## config.mk

```make
export PLATFORM = sky130hd
export DESIGN_NAME = array_playback_reader
export DESIGN_NICKNAME = d
export VERILOG_FILES = /design/src/rtl/array_playback_reader.sv
export SDC_FILE = /design/constraint.sdc
export NUM_CORES = 1
export LEC_CHECK = 0
export ABC_CLOCK_PERIOD_IN_PS = 3700
export CORE_ASPECT_RATIO = 0.9
export CORE_UTILIZATION = 40
export DETAILED_ROUTE_END_ITERATION = 12
export SKIP_CTS_REPAIR_TIMING = 1
export SLEW_MARGIN = 20
export SYNTH_ARGS = -nofsm -noshare
export SYNTH_HDL_FRONTEND = slang
export SYNTH_SLANG_ARGS = --single-unit
```

## constraint.sdc

```tcl
create_clock -name clk -period 3.7 [get_ports clk]
set_input_delay 0.37 -clock clk [delete_from_list [all_inputs] [get_ports clk]]
set_output_delay 0.37 -clock clk [all_outputs]
set_load 0.01 [all_outputs]
```

## src/rtl/array_playback_reader.sv

```systemverilog
// Circular sample-array reader: a DEPTH x DATA_W array with an always-open write port.
// Streams a burst of entries from start_addr over valid/ready, wrapping modulo DEPTH.
module array_playback_reader #(
  parameter int DATA_W = 8,
  parameter int DEPTH  = 16,
  parameter int ADDR_W = 4
) (
  input  logic              clk,
  input  logic              rst,
  input  logic              wr_en,
  input  logic [ADDR_W-1:0] wr_addr,
  input  logic [DATA_W-1:0] wr_data,
  input  logic              start,
  input  logic [ADDR_W-1:0] start_addr,
  input  logic [ADDR_W:0]   length,
  output logic [DATA_W-1:0] data_out,
  output logic              data_valid,
  input  logic              data_ready,
  output logic              busy,
  output logic              done,
  output logic [7:0]        beat_count
);

  localparam logic [ADDR_W:0] DEPTH_L = (ADDR_W+1)'(DEPTH);

  typedef enum logic {IDLE, STREAM} state_t;

  state_t              state;
  logic [DATA_W-1:0]   mem [DEPTH];
  logic [ADDR_W-1:0]   rd_ptr;
  logic [ADDR_W:0]     remaining;

  logic [ADDR_W-1:0]   nxt_ptr;
  logic [ADDR_W-1:0]   load_addr;
  logic [DATA_W-1:0]   load_val;
  logic [ADDR_W:0]     len_clamped;
  logic                accept;

  // Array has no reset: contents survive rst and writes are taken every cycle.
  always_ff @(posedge clk) begin
    if (wr_en) mem[wr_addr] <= wr_data;
  end

  assign nxt_ptr     = rd_ptr + 1'b1;
  assign load_addr   = (state == IDLE) ? start_addr : nxt_ptr;
  // A write landing on the entry being loaded this edge wins over the stale array word.
  assign load_val    = (wr_en && (wr_addr == load_addr)) ? wr_data : mem[load_addr];
  assign len_clamped = (length > DEPTH_L) ? DEPTH_L : length;
  assign accept      = data_valid && data_ready;

  always_ff @(posedge clk or posedge rst) begin
    if (rst) begin
      state      <= IDLE;
      rd_ptr     <= '0;
      remaining  <= '0;
      data_out   <= '0;
      data_valid <= 1'b0;
      busy       <= 1'b0;
      done       <= 1'b0;
      beat_count <= '0;
    end else begin
      done <= 1'b0;
      case (state)
        IDLE: begin
          if (start && (length != '0)) begin
            state      <= STREAM;
            rd_ptr     <= start_addr;
            remaining  <= len_clamped;
            data_out   <= load_val;
            data_valid <= 1'b1;
            busy       <= 1'b1;
          end
        end
        STREAM: begin
          if (accept) begin
            beat_count <= beat_count + 8'd1;
            remaining  <= remaining - 1'b1;
            if (remaining == (ADDR_W+1)'(1)) begin
              // Last beat: data_out keeps the final word for observers.
              state      <= IDLE;
              data_valid <= 1'b0;
              busy       <= 1'b0;
              done       <= 1'b1;
            end else begin
              rd_ptr   <= nxt_ptr;
              data_out <= load_val;
            end
          end
        end
        default: state <= IDLE;
      endcase
    end
  end

endmodule
```

# Yosys cells after proc, flatten, opt, wreduce, memory -nomap -nowiden
# Memory sizes are Yosys's and may differ from the RTL's.
# Index checks and enable logic that the tools add are counted.
[word_totals]
regBits = 28
ramBits = 128
in_bits = 26
output_inout_bits = 19
wordCells = 54
n_memories = 1
[classes]
n_addsub = 3
order_cmp = 1
eq_ne = 6
n_mux = 27
n_bitwise = 1
reduce_logical = 8
[memory_table]
columns = ["memory", "depth", "word_bits", "read_ports", "rd_ports_with_merged_regs", "write_ports", "line", "rtl"]
rows = [
  ["mem", 16, 8, 1, 0, 1, "29", "logic [DATA_W-1:0] mem [DEPTH];"],
]
[ops]
columns = ["cell", "n"]
rows = [
  ["$mux 8", 4],
  ["$mux 4", 4],
  ["$pmux 8 s2", 1],
  ["$mux 5", 3],
  ["$mux 1", 11],
  ["$pmux 5 s2", 1],
  ["$add 8x1->8 const B", 1],
  ["$pmux 4 s2", 1],
  ["$ne 2x1->1 const B", 3],
  ["$reduce_and 3->1", 2],
  ["$eq 5x1->1 const B", 1],
  ["$gt 5x5->1 const B", 1],
  ["$reduce_bool 5->1", 1],
  ["$sub 5x1->5 const B", 1],
  ["$add 4x1->4 const B", 1],
  ["$eq 4x4->1", 1],
  ["$pmux 1 s2", 2],
  ["$reduce_and 2->1", 2],
  ["$logic_and 1x1->1", 3],
  ["$ne 2x2->1 const B", 1],
  ["$not 1->1", 1],
]

# Depth between registers and ports, before layout
# Gate-level depths: netlist of the first run.
[depth]
ltp_word = 8
mapped_depth = 10
mapped_depth_nobuf = 7

# Worst setup path after synthesis of the first run
# OpenSTA, ideal clock, no wires.
[synth_timing]
path_kind = "register to register"
startpoint = "register rd_ptr[1]"
endpoint = "register data_out[4]"
setup_time_ns = 0.128
arrival_time_ns = 1.983
slack_ns = 1.589
stages_incl_launch_ff = 11
synth_period_minus_slack_ns = 2.111
cell_sequence = "dfrtp_1 > ha_1 > buf_2 > nand2b_1 > clkbuf_1 > clkbuf_1 > o22ai_1 > o31ai_1 > a21oi_1 > o221ai_1 > a21oi_1"
[synth_via]
elab_chain_len = 8
elab_cells_between_ends = 10
classes_between = "add/sub: 1; eq/ne: 1; mux: 6; reduce/logical: 1; memory: 1"
[synth_rtl]
columns = ["item", "line", "rtl"]
rows = [
  ["start: declaration", "30", "logic [ADDR_W-1:0] rd_ptr;"],
  ["start signal: assignment", "67", "rd_ptr <= start_addr;"],
  ["start signal: assignment", "85", "rd_ptr <= nxt_ptr;"],
  ["$add 4x1->4 (*)", "44", "assign nxt_ptr = rd_ptr + 1'b1;"],
  ["$mux 4 (*)", "45", "assign load_addr = (state == IDLE) ? start_addr : nxt_ptr;"],
  ["branches (longest 2 deep; another with $mem_v2 16x8)", "-", ""],
  ["$mux 8 (*)", "47", "assign load_val = (wr_en && (wr_addr == load_addr)) ? wr_data : mem[load_addr];"],
  ["$mux 8", "78", "if (remaining == (ADDR_W+1)'(1)) begin"],
  ["$mux 8", "75", "if (accept) begin"],
  ["$pmux 8 s2 (*)", "63", "case (state)"],
  ["end signal: assignment", "69", "data_out <= load_val;"],
  ["end signal: assignment", "86", "data_out <= load_val;"],
  ["end: declaration", "16", "output logic [DATA_W-1:0] data_out,"],
]
# Mark *: on every way between the ends. The select of a mux whose other input is x is not followed.
# A chain may end at the register's enable or synchronous reset.

# Worst setup path in the final report of the first run
[layout_timing]
startpoint = "register state"
endpoint = "register data_out[1]"
[layout_via]
elab_chain_len = 7
elab_cells_between_ends = 14
classes_between = "eq/ne: 4; mux: 6; bitwise: 1; reduce/logical: 2; memory: 1"
[layout_rtl]
columns = ["item", "line", "rtl"]
rows = [
  ["start: declaration", "28", "state_t state;"],
  ["start signal: assignment", "53", "state <= IDLE;"],
  ["start signal: assignment", "66", "state <= STREAM;"],
  ["start signal: assignment", "80", "state <= IDLE;"],
  ["branches (longest 7 deep; another with $mem_v2 16x8)", "-", ""],
]
# Parallel ways; which one is timed is not known. The select of a mux whose other input is x is not followed.

==> results of run 1 <==
[Yosys cell counts (all sizes together) (2+ instances only)]
library cell | instances | area [µm²]
edfxtp | 128 | 3844
nor2 | 70 | 270.3
a21oi | 47 | 235.2
nor2b | 44 | 277.8
o22ai | 43 | 269.0
o21ai | 29 | 145.1
dfrtp | 28 | 700.7
o31ai | 25 | 187.7
buf | 22 | 145.1
clkbuf | 18 | 67.56
nand2 | 18 | 70.07
a21o | 12 | 90.09
xnor2 | 10 | 87.58
nand2b | 8 | 50.05
nor3 | 8 | 40.04
o211ai | 8 | 60.06
o21a | 8 | 60.06
or3 | 8 | 50.05
mux4 | 7 | 172.7
o221ai | 7 | 61.31
o2bb2ai | 6 | 52.55
inv | 5 | 18.77
and2 | 4 | 25.02
ha | 4 | 50.05
nand3 | 4 | 20.02
xor2 | 4 | 35.03
and3 | 3 | 18.77
mux2i | 3 | 42.54
nand4 | 3 | 18.77
a22oi | 2 | 15.01
nand3b | 2 | 15.01
o32ai | 2 | 17.52
[registers in the layout, indices dropped and copies added (netlist names)]
name        flops
done            1
rd_ptr          4
mem           128
data_out        8
state           1
beat_count      8
busy            1
remaining       5
[layout make-up]
type,count,share of cell area
diodes,1,0.0002909
inverters,6,0.002618
multi-input cells,402,0.2969
flip-flops and latches,156,0.5283
repair buffers,61,0.06604
clock inverters,15,0.02153
well taps,240,0.03491
clock buffers,17,0.04945
[per-layer routing]
metal | part of all wire | vias to the layer above | GRT usage
met2 | 0.45 | 243 | 0.3713
met5 | 0 | - | 0
li1 | - | 2384 | -
met4 | 0.031 | 0 | 0.09721
met3 | 0.078 | 44 | 0.04701
met1 | 0.44 | 2628 | 0.3332
[per-stage QoR]
step	worst slack [ns]	hold slack, ns	instance area (µm²)	power (mW)
after floorplan	1.589	0.4354	7333	4.497
after global placement	0.6300	0.4624	7989	5.628
after detailed placement	0.5114	0.4814	7989	5.668
after CTS	0.8139	0.3678	8600	7.485
after global routing	0.5935	0.4021	8600	7.894
final	0.7764	0.3379	8602	7.520
[cell families (layout without fill, tap and decap cells)]
| logic type | count (synthesis) | after routing |
|---|---|---|
| AO/OA/AOI/OAI | 197 | 197 |
| XOR/XNOR | 14 | 14 |
| adder cells (fa/ha/maj) | 4 | 4 |
| buffers and inverters | 46 | 99 |
| flip-flops | 156 | 156 |
| multiplexers | 10 | 10 |
| other | 0 | 1 |
| AND/OR/NAND/NOR | 177 | 177 |
[report_power, final]
part           total [mW]  internal, mW  switching [mW]
clock network        1.81          1.07           0.744
registers            2.23          2.07           0.161
logic                3.47          1.34            2.13
total                7.52          4.48            3.04
[worst max-delay path, cell delays in order (launching register included)]
cell and delay, ns:
dfrtp_1 0.52, buf_4 0.29, nand2b_1 0.57, o22ai_1 0.51, a21oi_1 0.11, o21ai_0 0.49, o221ai_1 0.18, a21oi_1 0.16
[final timing paths]
path	cells after the start	to	slack, ns	startpoint
setup / recovery	7	data_out[1]	0.78	state
hold / removal	2	beat_count[0]	0.34	rst
setup reg to reg	7	data_out[1]	0.78	state
hold reg to reg	1	beat_count[7]	0.48	beat_count[7]
max in group asynchronous	2	data_out[7]	2.93	rst
min in group clk	1	beat_count[7]	0.48	beat_count[7]
==> flow_summary.ini, run 1 <==
[sta]
rsz0062_at_grt = false
fin_skew_ns = 0.009186
slew_viol_final = 0
post-route-period-util = 0.7902
fin_setup_tns_ns = 0
hold_viol_final = 0
worst_slew_pin_slew_ns = 1.039
setup_violations = 0
slew_headroom = 0.3046
period_minus_slack_ns = 2.924
max_freq_mhz = 342.0

[die]
core_area_um2 = 17780
std_cell_rows = 46
die_h_um = 130.5
chipWidth_um = 144.7
start_util = 0.4123
ios = 45
dieArea_um2 = 18880

[clocking]
clk_path_buf_depth = 2
cts-root-buf = clkbuf_16
cts_sinks = 156
cts_buffers = 17
clk_pin_slew_ns = 0.07
cts_max_level = 4
cts_tree = done
clk_latency_ns = 0.44

[logic_synthesis]
synth_compound_area_frac = 0.1732
async_flop_share = 0.1795
yosys.area_share.simple = 0.1222
synth_edf_count = 128
syn_inst = 604
synthAdderAreaFrac = 0.006825
syn_nets = 634
synthXorXnorAreaFrac = 0.01672
yosysUniqueCellTypes = 53
ys.flop_type = edfxtp_1
synth_top_family_by_area = compound AO/OA/AOI/OAI gates
synth_mux_area_frac = 0.02935
yosysSeqAreaShare = 0.6197
ys_ff_latch = 156
yosys_warnings = 0
syn-mean-instance-area_um2 = 12.14
mappedNetlistArea_um2 = 7333

[route]
route.detailed.drc = 0
wl_per_cell_um = 23.56
ant_nets = 0
drtIter0Drc = 590
vias = 5299
wl_um = 21160
routed_via_density = 5.901
dr.pass1.iters = 5

[run]
drv_cap = 0

[layout]
multi_input_area_um2 = 2554
finalNetCount = 674
seqCellArea_um2 = 4544
utilization = 0.4837
areaGrowthSynthToFinish_pct = 17.30
drive_gt1_frac = 0.09285
layout_common_cells = edfxtp_1 (128), nor2_1 (69), a21oi_1 (47)
fin_cells = 898
fillCellCount = 1555
layout_commonest_cell = edfxtp_1

[critical_path]
cp.arrival_ns = 3.29
worstSetupPathType = reg2reg
path_max_fanout = 18
start_kind = flip-flop
worstSetupEndpointType = flip-flop
crit_required_ns = 4.06

[global_routing]
antenna_found_initial = 0
grt_pass1_wl_um = 31910
overflow = 0
track_usage = 0.2400
grt_pass1_vias = 5153
grt_max_degree = 46

[power]
ir_worst_vdd_mv = 0.4272
leakage_nw = 2.932
p_per_area_nw_per_um2 = 874.2

[placement]
place_congestion = 0.8801
dp_cells = 865
dp_hpwl_um = 14040
io_buffer_count = 44

[min_path]
min_path_type = in2async

[outcome]
status = completed
(Power assumes the default switching activity.)
==> inputs of run 2 (changes only) <==
--- a/config.mk
+++ b/config.mk
@@ -5,7 +5,7 @@
 export SDC_FILE = /design/constraint.sdc
 export NUM_CORES = 1
 export LEC_CHECK = 0
-export ABC_CLOCK_PERIOD_IN_PS = 3700
+export ABC_CLOCK_PERIOD_IN_PS = 2900
 export CORE_ASPECT_RATIO = 0.9
 export CORE_UTILIZATION = 40
 export DETAILED_ROUTE_END_ITERATION = 12
==> constraint.sdc (replaced) <==
create_clock -name clk -period 2.9 [get_ports clk]
set_input_delay 0.29 -clock clk [delete_from_list [all_inputs] [get_ports clk]]
set_output_delay 0.29 -clock clk [all_outputs]
set_load 0.01 [all_outputs]
==> run 2 against run 1 <==
Effect of this change: sequential cell count did not move; first-iteration DRC count down 5.6%; clock skew fell by 0.00069 ns; sequential power is 27% higher; cell area is 1.5% higher; largest cell class unchanged.
==> flow_summary.ini, run 2 (same netlist as run 1, synthesis figures left out) <==
[sta]
hold_viol_final = 0
whs_ns = 0.2215
worst_slew_pin_slew_ns = 0.8858
period_minus_slack_ns = 2.742
setup_violations = 0
fin_setup_tns_ns = 0
slew_viol_final = 0
setup_slack_ns = 0.1584
max_freq_mhz = 364.8
post-route-period-util = 0.9454
fin_skew_ns = 0.008498
rsz0062_at_grt = false
slew_headroom = 0.4076

[power]
power.share.combinational = 0.470
power.internal_mw = 5.792
clockPowerShare = 0.236
p_per_area_nw_per_um2 = 1102
leakage_nw = 3.025
switchingPower_mw = 3.827
pwr-share-seq = 0.295
swShare = 0.3979
ir_worst_vdd_mv = 0.4969

[placement]
place_congestion = 0.8697
dp_slack_ns = 0.2057
dp_cells = 885
io_buffer_count = 44
dp_hpwl_um = 13660

[clocking]
cts_buffers = 17
cts_tree = done
cts-root-buf = clkbuf_16
clk_pin_slew_ns = 0.06
clk_latency_ns = 0.43
clk_path_buf_depth = 2
cts_max_level = 4
cts_sinks = 156

[global_routing]
grt_pass1_wl_um = 31220
track_usage = 0.2337
gr-usage-met2 = 0.3614
overflow = 0
use_met1 = 0.3280
grt.busiest_layer = met2
grt_pass1_vias = 5236
antenna_found_initial = 0
grt_max_degree = 46
met3_usage = 0.04920

[route]
wl_um = 20590
wl_per_cell_um = 22.48
route.detailed.drc = 0
ant_nets = 0
drtIter0Drc = 557
vias = 5340
dr.pass1.iters = 5
routed_via_density = 5.830

[run]
drv_cap = 0

[layout]
utilization = 0.4910
largest_reg_flops = 128
drive_gt1_frac = 0.1139
finalNetCount = 694
fin_cells = 916
layout_commonest_cell = edfxtp_1
n_antenna_cell = 0
registers.top_by_ff_count = mem
areaGrowthSynthToFinish_pct = 19.08
layout_common_cells = edfxtp_1 (128), nor2_1 (69), a21oi_1 (47)
top_regs = mem (128), beat_count (8), data_out (8)

[critical_path]
worstSetupPathType = reg2reg
crit_family = simple AND/OR/NAND/NOR gates
crit_slowest_cell = dfrtp_1
reg2regPathDepth = 6
worstSetupEndpointType = flip-flop
crit_required_ns = 3.20
path_cells = and2b_2, nor2_4, mux4_1, o2bb2ai_1, o221ai_1, a21oi_1
slowest_delay_ns = 0.68
start_kind = flip-flop
r2r_end = data_out[1]
path_max_fanout = 12
rrSetupSlack_ns = 0.16
timing.rr.start = state
path_buf_inv = 0
cp.arrival_ns = 3.04

[outcome]
status = completed

[die]
ios = 45
core_area_um2 = 17780
std_cell_rows = 46
die_h_um = 130.5
start_util = 0.4123
chipWidth_um = 144.7
dieArea_um2 = 18880

[min_path]
min_path_type = in2async
==> run 2: cell types whose count changed in the layout (fill, tap and decap cells not counted) <==
cell	delta
diode_2	-1
inv_8	+1
inv_1	+1
inv_6	-2
clkbuf_1	+2
clkinvlp_2	-1
buf_4	+20
clkinv_4	-3
clkinvlp_4	+1
clkinv_2	+1
inv_2	-1
==> run 2: final cells by class <==
class / count / area, µm²
flip-flops and latches: 156 / 4544
multi-input cells: 402 / 2554
clock buffers: 19 / 432.9
inverters: 6 / 22.52
clock inverters: 12 / 160.2
repair buffers: 81 / 718.2
well taps: 240 / 300.3
fillers: 1553 / 9052
==> run 2: per-stage QoR <==
step	area, µm²	total power [mW]
finish	8732	9.619
global route	8732	10.09
CTS	8732	9.597
detailed placement	8139	7.311
global placement	8139	7.256
floorplan	7333	5.737
==> run 2: tightest hold or removal path: stages <==
cell and delay, ns:
clkdlybuf4s50_1 0.39, inv_1 0.05, buf_4 0.33
==> run 2: power by group through the flow <==
stage / logic [mW] / clock network (mW) / registers [mW]
floorplan: 2.87 / 0 / 2.86
global placement: 4.38 / 0 / 2.87
detailed placement: 4.43 / 0 / 2.88
CTS: 4.45 / 2.31 / 2.84
global route: 4.84 / 2.39 / 2.86
finish: 4.52 / 2.27 / 2.83
==> run 2: routing by layer <==
metal	part of all wire	wire length [µm]	vias up
met4	0.014	293	0
met1	0.44	9147	2656
li1	-	-	2424
met2	0.46	9395	237
met3	0.085	1752	23
met5	0	0	-
==> run 2: how the worst max path moves through the flow <==
stage | cells past startpoint | to | start | slack (ns)
after floorplan | 10 | data_out[4] | rd_ptr[1] | 0.79
after global placement | 7 | data_out[7] | start_addr[0] | 0.27
after detailed placement | 7 | data_out[1] | start_addr[0] | 0.21
after CTS | 6 | data_out[1] | state | 0.19
after global routing | 6 | data_out[3] | state | 0.05
final | 6 | data_out[1] | state | 0.16
==> inputs of run 3 (changes only) <==
--- a/config.mk
+++ b/config.mk
@@ -7,6 +7,7 @@
 export LEC_CHECK = 0
 export ABC_CLOCK_PERIOD_IN_PS = 2900
 export CORE_ASPECT_RATIO = 0.9
+export CORE_MARGIN = 8
 export CORE_UTILIZATION = 40
 export DETAILED_ROUTE_END_ITERATION = 12
 export SKIP_CTS_REPAIR_TIMING = 1
==> run 3 against run 2 <==
Effect of this change: first-iteration DRC count is 18% lower; cell count is 0.22% higher; highest routed layer unchanged; wire length is 0.26% higher; sequential power hardly changed; largest cell class unchanged; core utilization is 1.5 points lower; cell area is 1.0% lower; fmax is 0.22% higher; clock power is 14% lower; sequential share of layout area is 0.54 points higher; clock-buffer cell count is 2 higher; largest power group unchanged; critical path depth is 2 higher; global-route usage is 4.9 points lower.
==> flow_summary.ini, run 3 (same netlist as run 1, synthesis figures left out) <==
[layout]
finalNetCount = 690
multi_input_area_um2 = 2556
layout_common_cells = edfxtp_1 (128), nor2_1 (69), a21oi_1 (47)
drive_gt1_frac = 0.1070
areaGrowthSynthToFinish_pct = 17.85
n_antenna_cell = 0
largest_reg_flops = 128
layout_commonest_cell = edfxtp_1
fillCellCount = 1626
final_area_um2 = 8642
top_regs = mem (128), beat_count (8), data_out (8)
seqCellArea_um2 = 4544
registers.top_by_ff_count = mem

[die]
die_h_um = 144.5
ios = 45
start_util = 0.4036
dieArea_um2 = 22930
std_cell_rows = 47
core_area_um2 = 18170
chipWidth_um = 158.7

[critical_path]
path_max_fanout = 10
crit_required_ns = 3.21
crit_slowest_cell = nand2b_1
reg2regPathDepth = 8
r2r_end = data_out[6]
slowest_delay_ns = 0.52
path_cells = ha_1, nand2b_1, buf_12, o22ai_1, o31ai_1, o2bb2ai_1, o221ai_1, a21oi_1
crit_family = compound AO/OA/AOI/OAI gates
rrSetupSlack_ns = 0.16
worstSetupPathType = reg2reg
worstSetupEndpointType = flip-flop
timing.rr.start = rd_ptr[1]
start_kind = flip-flop
cp.arrival_ns = 3.05
path_buf_inv = 1

[route]
dr.pass1.iters = 5
drtIter0Drc = 459
route.detailed.drc = 0
wl_per_cell_um = 22.49
routed_via_density = 5.739
vias = 5268
wl_um = 20640
ant_nets = 0

[sta]
period_minus_slack_ns = 2.736
worst_slew_pin_slew_ns = 0.9885
slew_viol_final = 0
rsz0062_at_grt = false
slew_headroom = 0.3389
post-route-period-util = 0.9433
fin_setup_tns_ns = 0
setup_slack_ns = 0.1644
setup_violations = 0
hold_viol_final = 0
fin_skew_ns = 0.01011
max_freq_mhz = 365.6

[power]
p_per_area_nw_per_um2 = 1073
leakage_nw = 2.967
switchingPower_mw = 3.754
power.share.combinational = 0.482
pwr-share-seq = 0.306
swShare = 0.4048
power.internal_mw = 5.519
ir_worst_vdd_mv = 0.4916
clockPowerShare = 0.212

[global_routing]
track_usage = 0.1852
grt_max_degree = 55
antenna_found_initial = 0
grt_pass1_wl_um = 31850
grt_pass1_vias = 5338
overflow = 0

[clocking]
cts-root-buf = clkbuf_16
clk_latency_ns = 0.43
cts_max_level = 4
cts_tree = done
cts_buffers = 17
clk_path_buf_depth = 2
clk_pin_slew_ns = 0.06
cts_sinks = 156

[outcome]
status = completed

[placement]
io_buffer_count = 44
dp_slack_ns = 0.1935
place_congestion = 0.9039
dp_hpwl_um = 13910
placed_cell_area_um2 = 8128

[min_path]
min_path_type = in2async

[run]
drv_cap = 0
## run 3: power by group through the flow
stage / sequential (mW) / clock (mW) / combinational (mW)
2_1_floorplan: 2.86 / 0 / 2.87
3_3_place_gp: 2.87 / 0 / 4.37
3_5_place_dp: 2.88 / 0 / 4.42
4_1_cts: 2.84 / 2.00 / 4.44
5_1_grt: 2.86 / 2.09 / 4.83
6_report: 2.84 / 1.96 / 4.47
## run 3: worst max path at each step
stage | endpoint | from | cells after the start | slack [ns]
floorplan | data_out[4] | rd_ptr[1] | 10 | 0.79
global placement | data_out[6] | rd_ptr[0] | 8 | 0.21
detailed placement | data_out[6] | rd_ptr[0] | 8 | 0.19
CTS | data_out[6] | rd_ptr[0] | 8 | 0.19
global route | data_out[2] | rd_ptr[0] | 7 | 0.01
finish | data_out[6] | rd_ptr[1] | 8 | 0.16
## run 3: metrics by stage
stage	std cells	utilization	total power [mW]	hold WS, ns
5_1_grt	918	0.4756	9.771	0.2665
3_5_place_dp	886	0.4473	7.298	0.4878
6_report	918	0.4756	9.273	0.2376
4_1_cts	918	0.4755	9.278	0.2438
2_1_floorplan	604	-	5.737	0.3554
3_3_place_gp	886	0.4473	7.244	0.4627
## run 3: worst min-delay path: cells and delay by family
kind / cells / cell delay (ns)
buffers and inverters: 3 / 0.79
## run 3: layout make-up
cell class / instances / share of cell area
flip-flops and latches: 156 / 0.5258
clock buffers: 21 / 0.05096
clock inverters: 11 / 0.008252
multi-input cells: 402 / 0.2958
repair buffers: 77 / 0.08108
inverters: 6 / 0.002606
well taps: 245 / 0.03547
## run 3: metal layers
metal / routed length [µm] / up-vias / GRT usage
met2: 9640 / 187 / 0.2985
met4: 619 / 0 / 0.07457
met5: 0 / - / 0
met1: 9193 / 2643 / 0.2381
met3: 1189 / 34 / 0.04411
li1: - / 2404 / -
